### config.mk
export PLATFORM = sky130hd
export DESIGN_NAME = instruction_decode_unit
export DESIGN_NICKNAME = d
export VERILOG_FILES = /design/src/rtl/instruction_decode_unit.sv
export SDC_FILE = /design/constraint.sdc
export NUM_CORES = 2
export LEC_CHECK = 0
export BUFFER_PORTS_ARGS = -buffer_cell sky130_fd_sc_hd__buf_4
export CELL_PAD_IN_SITES_DETAIL_PLACEMENT = 0
export CELL_PAD_IN_SITES_GLOBAL_PLACEMENT = 2
export CORE_MARGIN = 2
export CORE_UTILIZATION = 38
export DETAILED_ROUTE_END_ITERATION = 8
export PLACE_DENSITY = 0.83
export SKIP_LAST_GASP = 1
export SLEW_MARGIN = 25
export SYNTH_ARGS = -nofsm -noshare
export SYNTH_HDL_FRONTEND = slang
export SYNTH_SLANG_ARGS = --single-unit
### constraint.sdc
create_clock -name Clock -period 6.5 [get_ports Clock]
set_input_delay 1.3 -clock Clock [delete_from_list [all_inputs] [get_ports Clock]]
set_output_delay 1.3 -clock Clock [all_outputs]
set_load 0.005 [all_outputs]
### src/rtl/instruction_decode_unit.sv
// Instruction decode stage: fetches from code ROM, reads both operands from data RAM,
// forwards in-flight write-back data into held operands and issues one instruction per pulse.
module instruction_decode_unit #(
   parameter int OP_W       = 16,
   parameter int ADDR_W     = 16,
   parameter int ROM_ADDR_W = 16,
   parameter int ROW_W      = 96,
   parameter logic [OP_W-1:0] RETURN_OP = 16'h0001
) (
   input  logic                     Clock,
   input  logic                     Reset,
   input  logic                     iEnable,
   input  logic [ROM_ADDR_W-1:0]    iInitialIP,
   output logic [ROM_ADDR_W-1:0]    oInstructionAddress,
   input  logic [OP_W+3*ADDR_W-1:0] iInstruction,
   output logic [ADDR_W-1:0]        oRAMReadAddress0,
   output logic [ADDR_W-1:0]        oRAMReadAddress1,
   input  logic [ROW_W-1:0]         iRAMReadData0,
   input  logic [ROW_W-1:0]         iRAMReadData1,
   input  logic                     iRAMWriteEnable,
   input  logic [ADDR_W-1:0]        iRAMWriteAddress,
   input  logic [ROW_W-1:0]         iRAMWriteData,
   input  logic                     iExeBusy,
   input  logic                     iJumpFlag,
   input  logic [ROM_ADDR_W-1:0]    iJumpIp,
   output logic                     oDecodeDone,
   output logic [OP_W-1:0]          oOperation,
   output logic [ADDR_W-1:0]        oDestination,
   output logic [ROW_W-1:0]         oSource0,
   output logic [ROW_W-1:0]         oSource1,
   output logic [ROM_ADDR_W-1:0]    oCurrentIP,
   output logic                     oDone
);

   typedef enum logic [2:0] {IDLE, FETCH, ROM_WAIT, OPERAND_WAIT, ISSUE, HALT} state_t;

   localparam logic [ROM_ADDR_W-1:0] IP_ONE = 1;

   state_t                  state, next_state;
   logic [ROM_ADDR_W-1:0]   ip;
   logic [OP_W-1:0]         op;
   logic [ADDR_W-1:0]       dest, src0, src1;
   logic [ROW_W-1:0]        opnd0, opnd1, fwd_data0, fwd_data1;
   logic                    fwd0, fwd1;
   logic                    issue;
   logic                    wr_hit0, wr_hit1;
   logic [ADDR_W-1:0]       sel0, sel1;

   wire [OP_W-1:0]   ins_op   = iInstruction[OP_W+3*ADDR_W-1:3*ADDR_W];
   wire [ADDR_W-1:0] ins_dest = iInstruction[3*ADDR_W-1:2*ADDR_W];
   wire [ADDR_W-1:0] ins_src1 = iInstruction[2*ADDR_W-1:ADDR_W];
   wire [ADDR_W-1:0] ins_src0 = iInstruction[ADDR_W-1:0];

   // RAM read addresses come straight off the ROM word while it is first valid.
   always_comb begin
      sel0    = (state == ROM_WAIT) ? ins_src0 : src0;
      sel1    = (state == ROM_WAIT) ? ins_src1 : src1;
      wr_hit0 = iRAMWriteEnable && (iRAMWriteAddress == sel0);
      wr_hit1 = iRAMWriteEnable && (iRAMWriteAddress == sel1);
   end

   assign oRAMReadAddress0    = sel0;
   assign oRAMReadAddress1    = sel1;
   assign oInstructionAddress = ip;
   assign oCurrentIP          = ip;

   always_ff @(posedge Clock or negedge Reset) begin
      if (!Reset) state <= IDLE;
      else        state <= next_state;
   end

   always_comb begin
      next_state = state;
      issue      = 1'b0;
      case (state)
         IDLE:         if (iEnable) next_state = FETCH;
         FETCH:        next_state = iJumpFlag ? FETCH : ROM_WAIT;
         ROM_WAIT:     next_state = iJumpFlag ? FETCH : OPERAND_WAIT;
         OPERAND_WAIT: next_state = iJumpFlag ? FETCH : ISSUE;
         ISSUE: begin
            if (iJumpFlag) next_state = FETCH;
            else if (!iExeBusy) begin
               issue      = 1'b1;
               next_state = (op == RETURN_OP) ? HALT : FETCH;
            end
         end
         HALT:         if (iEnable) next_state = FETCH;
         default:      next_state = IDLE;
      endcase
   end

   always_ff @(posedge Clock or negedge Reset) begin
      if (!Reset) begin
         ip           <= '0;
         op           <= '0;
         dest         <= '0;
         src0         <= '0;
         src1         <= '0;
         opnd0        <= '0;
         opnd1        <= '0;
         fwd0         <= 1'b0;
         fwd1         <= 1'b0;
         fwd_data0    <= '0;
         fwd_data1    <= '0;
         oDecodeDone  <= 1'b0;
         oOperation   <= '0;
         oDestination <= '0;
         oSource0     <= '0;
         oSource1     <= '0;
         oDone        <= 1'b0;
      end else begin
         oDecodeDone <= issue;
         case (state)
            IDLE, HALT: begin
               if (iEnable) begin
                  ip    <= iInitialIP;
                  oDone <= 1'b0;
               end
            end
            FETCH: begin
               fwd0 <= 1'b0;
               fwd1 <= 1'b0;
            end
            ROM_WAIT: begin
               op   <= ins_op;
               dest <= ins_dest;
               src0 <= ins_src0;
               src1 <= ins_src1;
               // The RAM returns stale data for a write landing this cycle; remember it.
               if (wr_hit0) begin
                  fwd0      <= 1'b1;
                  fwd_data0 <= iRAMWriteData;
               end
               if (wr_hit1) begin
                  fwd1      <= 1'b1;
                  fwd_data1 <= iRAMWriteData;
               end
            end
            OPERAND_WAIT: begin
               opnd0 <= wr_hit0 ? iRAMWriteData : (fwd0 ? fwd_data0 : iRAMReadData0);
               opnd1 <= wr_hit1 ? iRAMWriteData : (fwd1 ? fwd_data1 : iRAMReadData1);
            end
            ISSUE: begin
               if (wr_hit0) opnd0 <= iRAMWriteData;
               if (wr_hit1) opnd1 <= iRAMWriteData;
               if (issue) begin
                  oOperation   <= op;
                  oDestination <= dest;
                  oSource0     <= wr_hit0 ? iRAMWriteData : opnd0;
                  oSource1     <= wr_hit1 ? iRAMWriteData : opnd1;
                  ip           <= ip + IP_ONE;
                  if (op == RETURN_OP) oDone <= 1'b1;
               end
            end
            default: ;
         endcase
         if (iJumpFlag && (state inside {FETCH, ROM_WAIT, OPERAND_WAIT, ISSUE}))
            ip <= iJumpIp;
      end
   end

endmodule

; ---- Yosys cells after proc, flatten, opt, wreduce, memory -nomap -nowiden
; Cells that the tools add are included.
[op_classes]
n_addsub = 1
multipliers = 0
div = 0
order_cmp = 0
n_eq_ne = 16
n_shift = 0
muxes = 33
bitwise_logic = 0
reduce_logical = 18
[op_table]
columns = cell, count
row1 = two-way mux 96 bit, 6
row2 = case mux 96 bit (2 select lines), 2
row3 = two-way mux 16 bit, 5
row4 = == test 16 bit, 2
row5 = case mux 16 bit (2 select lines), 1
row6 = "adder 16 x 1 -> 16 bit, second input constant", 1
row7 = "== test 16 x 1 -> 1 bit, second input constant", 1
row8 = two-way mux 3 bit, 5
row9 = case mux 3 bit (5 select lines), 1
row10 = AND reduction 2 bit, 6
row11 = two-way mux 1 bit, 8
row12 = "inequality test 2 bit, second input constant", 4
row13 = "== test 3 x 2 -> 1 bit, second input constant", 2
row14 = "== test 3 bit, second input constant", 2
row15 = case mux 1 bit (2 select lines), 3
row16 = nonzero test 2 bit, 3
row17 = two-way mux 2 bit, 2
row18 = AND reduction 4 bit, 1
row19 = nonzero test 4 bit, 1
row20 = "== test 3 x 1 -> 1 bit, second input constant", 1
row21 = logical AND 1 bit, 3
row22 = logical NOT 3 bit, 1
row23 = "inequality test 3 x 1 -> 1 bit, second input constant", 1
row24 = "inequality test 3 x 2 -> 1 bit, second input constant", 1
row25 = 5 further kinds, 5
[word_totals]
regBits = 695
latchBits = 0
mem_bits_rw = 0
mem_bits_ro = 0
input_bits = 406
word_cells = 86
n_memories = 0

; ---- Depth between registers and ports, before layout
[depth]
word_depth = 6
depth_mapped = 13
ltp_nobuf = 8

; ---- Worst setup path after synthesis
; OpenSTA, ideal clock, no wires.
[synth_timing]
kind = input to register
from = in iRAMWriteAddress[13]
to = reg opnd1[55]
setup_time_ns = 0.123
t_arrival_ns = 3.313
setup_slack_ns = 3.064
path_stages = 10
cell_sequence = nor2b_1 -> a2111oi_0 -> a31oi_1 -> a2111oi_2 -> and4_1 -> buf_2 -> o21ai_2 -> buf_2 -> buf_2 -> o221a_2
[synth_between]
elab_chain_len = 4
word_cells_on_any_way = 5
[synth_rtl]
columns = item, line
row1 = from (decl), 21  ; input logic [ADDR_W-1:0] iRAMWriteAddress,
row2 = == test 16 bit *, 59  ; wr_hit1 = iRAMWriteEnable && (iRAMWriteAddress == sel1);
row3 = logical AND 1 bit *, 59
row4 = "two-way mux 96 bit, on equally long branches", --
row5 = case mux 96 bit (2 select lines) *, 113  ; case (state)
row6 = to (signal assigned), 141  ; opnd1 <= wr_hit1 ? iRAMWriteData : (fwd1 ? fwd_data1 : iRAMReadData1);
row7 = to (signal assigned), 145  ; if (wr_hit1) opnd1 <= iRAMWriteData;
row8 = to (decl), 43  ; logic [ROW_W-1:0] opnd0, opnd1, fwd_data0, fwd_data1;
; Every way passes the cells marked *; elsewhere a longest branch is shown, timed or not.
; A chain may end at the register's enable or synchronous reset.

; ---- Worst setup path in the final report
[layout_timing]
from = reg state[0]
to = reg opnd1[86]
[layout_between]
elab_chain_len = 6
word_cells_on_any_way = 10
[layout_rtl]
columns = item, line
row1 = from (decl), 39  ; state_t state, next_state;
row2 = from (signal assigned), 69  ; else state <= next_state;
row3 = == test 3 x 2 -> 1 bit, 57  ; sel1 = (state == ROM_WAIT) ? ins_src1 : src1;
row4 = two-way mux 16 bit, --
row5 = == test 16 bit, 59
row6 = logical AND 1 bit, 59
row7 = "two-way mux 96 bit, on equally long branches", --
row8 = case mux 96 bit (2 select lines), 113
; Parallel ways exist; a longest one is shown, timed or not.

==> run_results.csv <==
group,metric,value,unit
final_layout,final_cell_area,40900,µm²
clock_tree,clk_latency,0.63,ns
power,p_leak,0.0195,µW
detailed_routing,wl_per_cell,24.3,µm
floorplan,num_rows,106,
global_routing,grt_remaining_overflow,0,
worst_hold_path,hp-class,"register to register",
detailed_routing,drc_errors,0,
setup_path,slowest_delay,0.74,ns
power,seqPwrFrac,40.4,%
clock_tree,cts_resized,0,
setup_path,worstPathCellList,"or3b_2, buf_4, mux2i_1, nor2_1, a2111oi_2, and4_4, a21o_4, buf_12, o221a_2",
clock_tree,cts-root-buf,"clkbuf_16",
global_routing,grt_pass1_wl,171,mm
placement,postPlaceCellArea,38200,µm²
floorplan,fp.coreArea,83800,µm²
yosys,yosysWarnings,0,
placement,finalWeightedCongestion,0.878,
power,pwr-share-comb,32.6,%
yosys,yosysUniqueCellTypes,63,
setup_path,end_kind,"register",
clock_tree,tritoncts,"done",
clock_tree,clock-sinks,695,
job,drv_cap,0,
timing,finalMaxSlewViolations,0,
final_layout,drive_gt1_share,34.5,%
global_routing,grt_max_degree,193,
clock_tree,cts_htree_levels,3,
power,intPower,11500,µW
floorplan,die_h,295,µm
timing,max_freq,212,MHz
power,p_sw_share,32.8,%
timing,slew_headroom,27.7,%
floorplan,initial_core_util,38.4,%
placement,dp_hpwl,77.2,mm
placement,io_buffers,695,
yosys,synth_edf_count,0,
setup_path,crit_required,7.06,ns
clock_tree,clk_pin_slew,0.06,ns
clock_tree,cts_hold_buf,0,
global_routing,grt_use_total,25.8,%
global_routing,grt_pass1_vias,26600,
yosys,synth.cell_area,32200,µm²
yosys,avgSynthCellArea,11.0,µm²
timing,clock-skew-final,0.0236,ns
timing,period_share,72.5,%
detailed_routing,wirelength,115,mm
power,p_per_area,419,nW/µm²
setup_path,crit_type,"register to register",
yosys,synthesis.instances,2937,
yosys,synth_top_area_cell,"dfrtp_1",
final_layout,syn2layout_area_growth,27.1,%
floorplan,ioPinCount,696,
timing,setup_viol,0,
timing,post-route-min-period,4.71,ns
yosys,async_reset_ff_share,100,%
yosys,synth_top_area_share,54.0,%
timing,rsz0062_at_grt,"no",
timing,hold_violations,0,
floorplan,dieArea,87100,µm²
outcome,outcome,"completed",
yosys,seq_area_frac_synth,54.0,%
timing,hold-worst-slack,0.468,ns
clock_tree,cts_setup_buffers,0,
detailed_routing,ant_nets,0,
detailed_routing,vias_per_cell,5.52,
power,p_switching,5630,µW
detailed_routing,num_vias,26100,
floorplan,die_x,295,µm
final_layout,instances_no_fill,4719,
detailed_routing,drtIter0Drc,2013,
yosys,ys_seq_elements,695,
timing,timing.setup.tns,0,ns
placement,dp.cells,4553,
clock_tree,clock_path_buffers,3,
power,p_clk_share,27.1,%
detailed_routing,firstDrtPassIters,8,
setup_path,cp_data_arrival_time,5.27,ns
timing,tightest_slew,1.08,ns
setup_path,start_kind,"register",
yosys,synthFlopType,"dfrtp_1",
final_layout,nets,3910,
clock_tree,cts_buffers,80,
setup_path,crit_slowest_cell,"or3b_2",
power,ir_drop,200,µV
yosys,synth_fp_nets,3344,
global_routing,antenna_found_initial,26,
setup_path,crit_fanout,64,
yosys,synthTopCellsByArea,"dfrtp_1, mux2i_1, mux2_2",
[sequential cells by signal, indices dropped and copies added, names as in the netlist]
signal / cells
op: 16
oDestination: 16
src0: 16
oOperation: 16
oDecodeDone: 1
oSource1: 96
fwd0: 1
fwd1: 1
fwd_data1: 96
dest: 16
src1: 16
state: 3
oSource0: 96
opnd1: 96
opnd0: 96
oDone: 1
oCurrentIP: 16
fwd_data0: 96
[power groups by stage]
stage | combinational, µW | clock [µW] | sequential, µW
finish | 5590 | 4650 | 6930
global route | 6110 | 4910 | 7110
CTS | 5640 | 4750 | 6920
detailed placement | 5630 | 0 | 6970
global placement | 5510 | 0 | 6920
floorplan | 2890 | 0 | 6730
[through the flow]
| step | setup slack [ns] | total power, µW | utilization (%) |
|---|---|---|---|
| after detailed placement | 1.62 | 12600 | 45.5 |
| after floorplan | 3.06 | 9630 | - |
| after CTS | 1.78 | 17300 | 48.7 |
| after global placement | 1.69 | 12400 | 45.5 |
| final | 1.79 | 17200 | 48.8 |
| after global routing | 1.40 | 18100 | 48.8 |
[worst paths after layout]
check,start,to,slack [ns],depth (start not counted)
max,state[0],opnd1[86],1.79,9
min,dest[1],oDestination[1],0.47,2
max reg2reg,state[0],opnd1[86],1.79,9
min reg2reg,dest[1],oDestination[1],0.47,2
max in group asynchronous,Reset,fwd_data0[1],4.20,2
min in group asynchronous,Reset,op[13],0.75,1
[worst max-delay path, delay by kind of cell, from the launching register on]
family,cells,cell delay [ns]
multiplexers,1,0.37
buffers and inverters,2,0.74
AND/OR/NAND/NOR,3,1.54
flip-flops,1,0.59
AO/OA/AOI/OAI,3,1.25
[routing by layer]
metal	track usage, %	vias up	share of wire, %
met5	0	-	0.086
met4	11.0	14	4.2
met3	5.37	210	6.2
met2	43.1	871	49
met1	32.4	13300	40
li1	-	11700	-
[area by class of cell]
| cell class | count | area [µm²] |
|---|---|---|
| Clock buffer | 122 | 2440 |
| Multi-Input combinational cell | 1960 | 13600 |
| Inverter | 31 | 124 |
| Antenna cell | 19 | 47.5 |
| Tap cell | 1134 | 1420 |
| Timing Repair Buffer | 735 | 5630 |
| Clock inverter | 23 | 243 |
| Fill cell | 7784 | 42900 |
| Sequential cell | 695 | 17400 |
[placed cells by master, fill, tap and decap left out, types with 18 or more instances in the layout]
cell and count:
buf_4 725, dfrtp_1 693, nand2_1 459, mux2i_1 297, nor2_1 219, nand3_1 201, mux2_2 164, o221a_2 152
a21oi_1 115, a31oi_1 99, clkbuf_16 84, o221a_1 40, inv_1 29, mux2_4 29, o21ai_0 24, clkbuf_8 20
diode_2 19, clkbuf_1 18
[synth_stat cells (all sizes together) (9+ instances only)]
cell,count
nand2,459
a21oi,115
nor2b,13
a31oi,99
clkbuf,166
inv,31
dfrtp,695
buf,85
mux2i,297
mux2,193
a211oi,12
a22oi,11
nor2,219
xor2,15
and3,10
o221a,192
o21ai,25
nor3,9
nand3,201
xnor2,15
[kinds of logic (layout without fill, tap and decap cells)]
| family | Yosys count | in the layout | synth area share [%] |
|---|---|---|---|
| AO/OA/AOI/OAI | 500 | 500 | 12.7 |
| XOR/XNOR | 30 | 30 | 0.816 |
| adder cells (fa/ha/maj) | 1 | 1 | 0.0388 |
| buffers and inverters | 282 | 911 | 3.89 |
| flip-flops | 695 | 695 | 54.0 |
| multiplexers | 490 | 490 | 16.3 |
| other | 0 | 19 | 0 |
| AND/OR/NAND/NOR | 939 | 939 | 12.3 |
(Power assumes the default switching activity.)
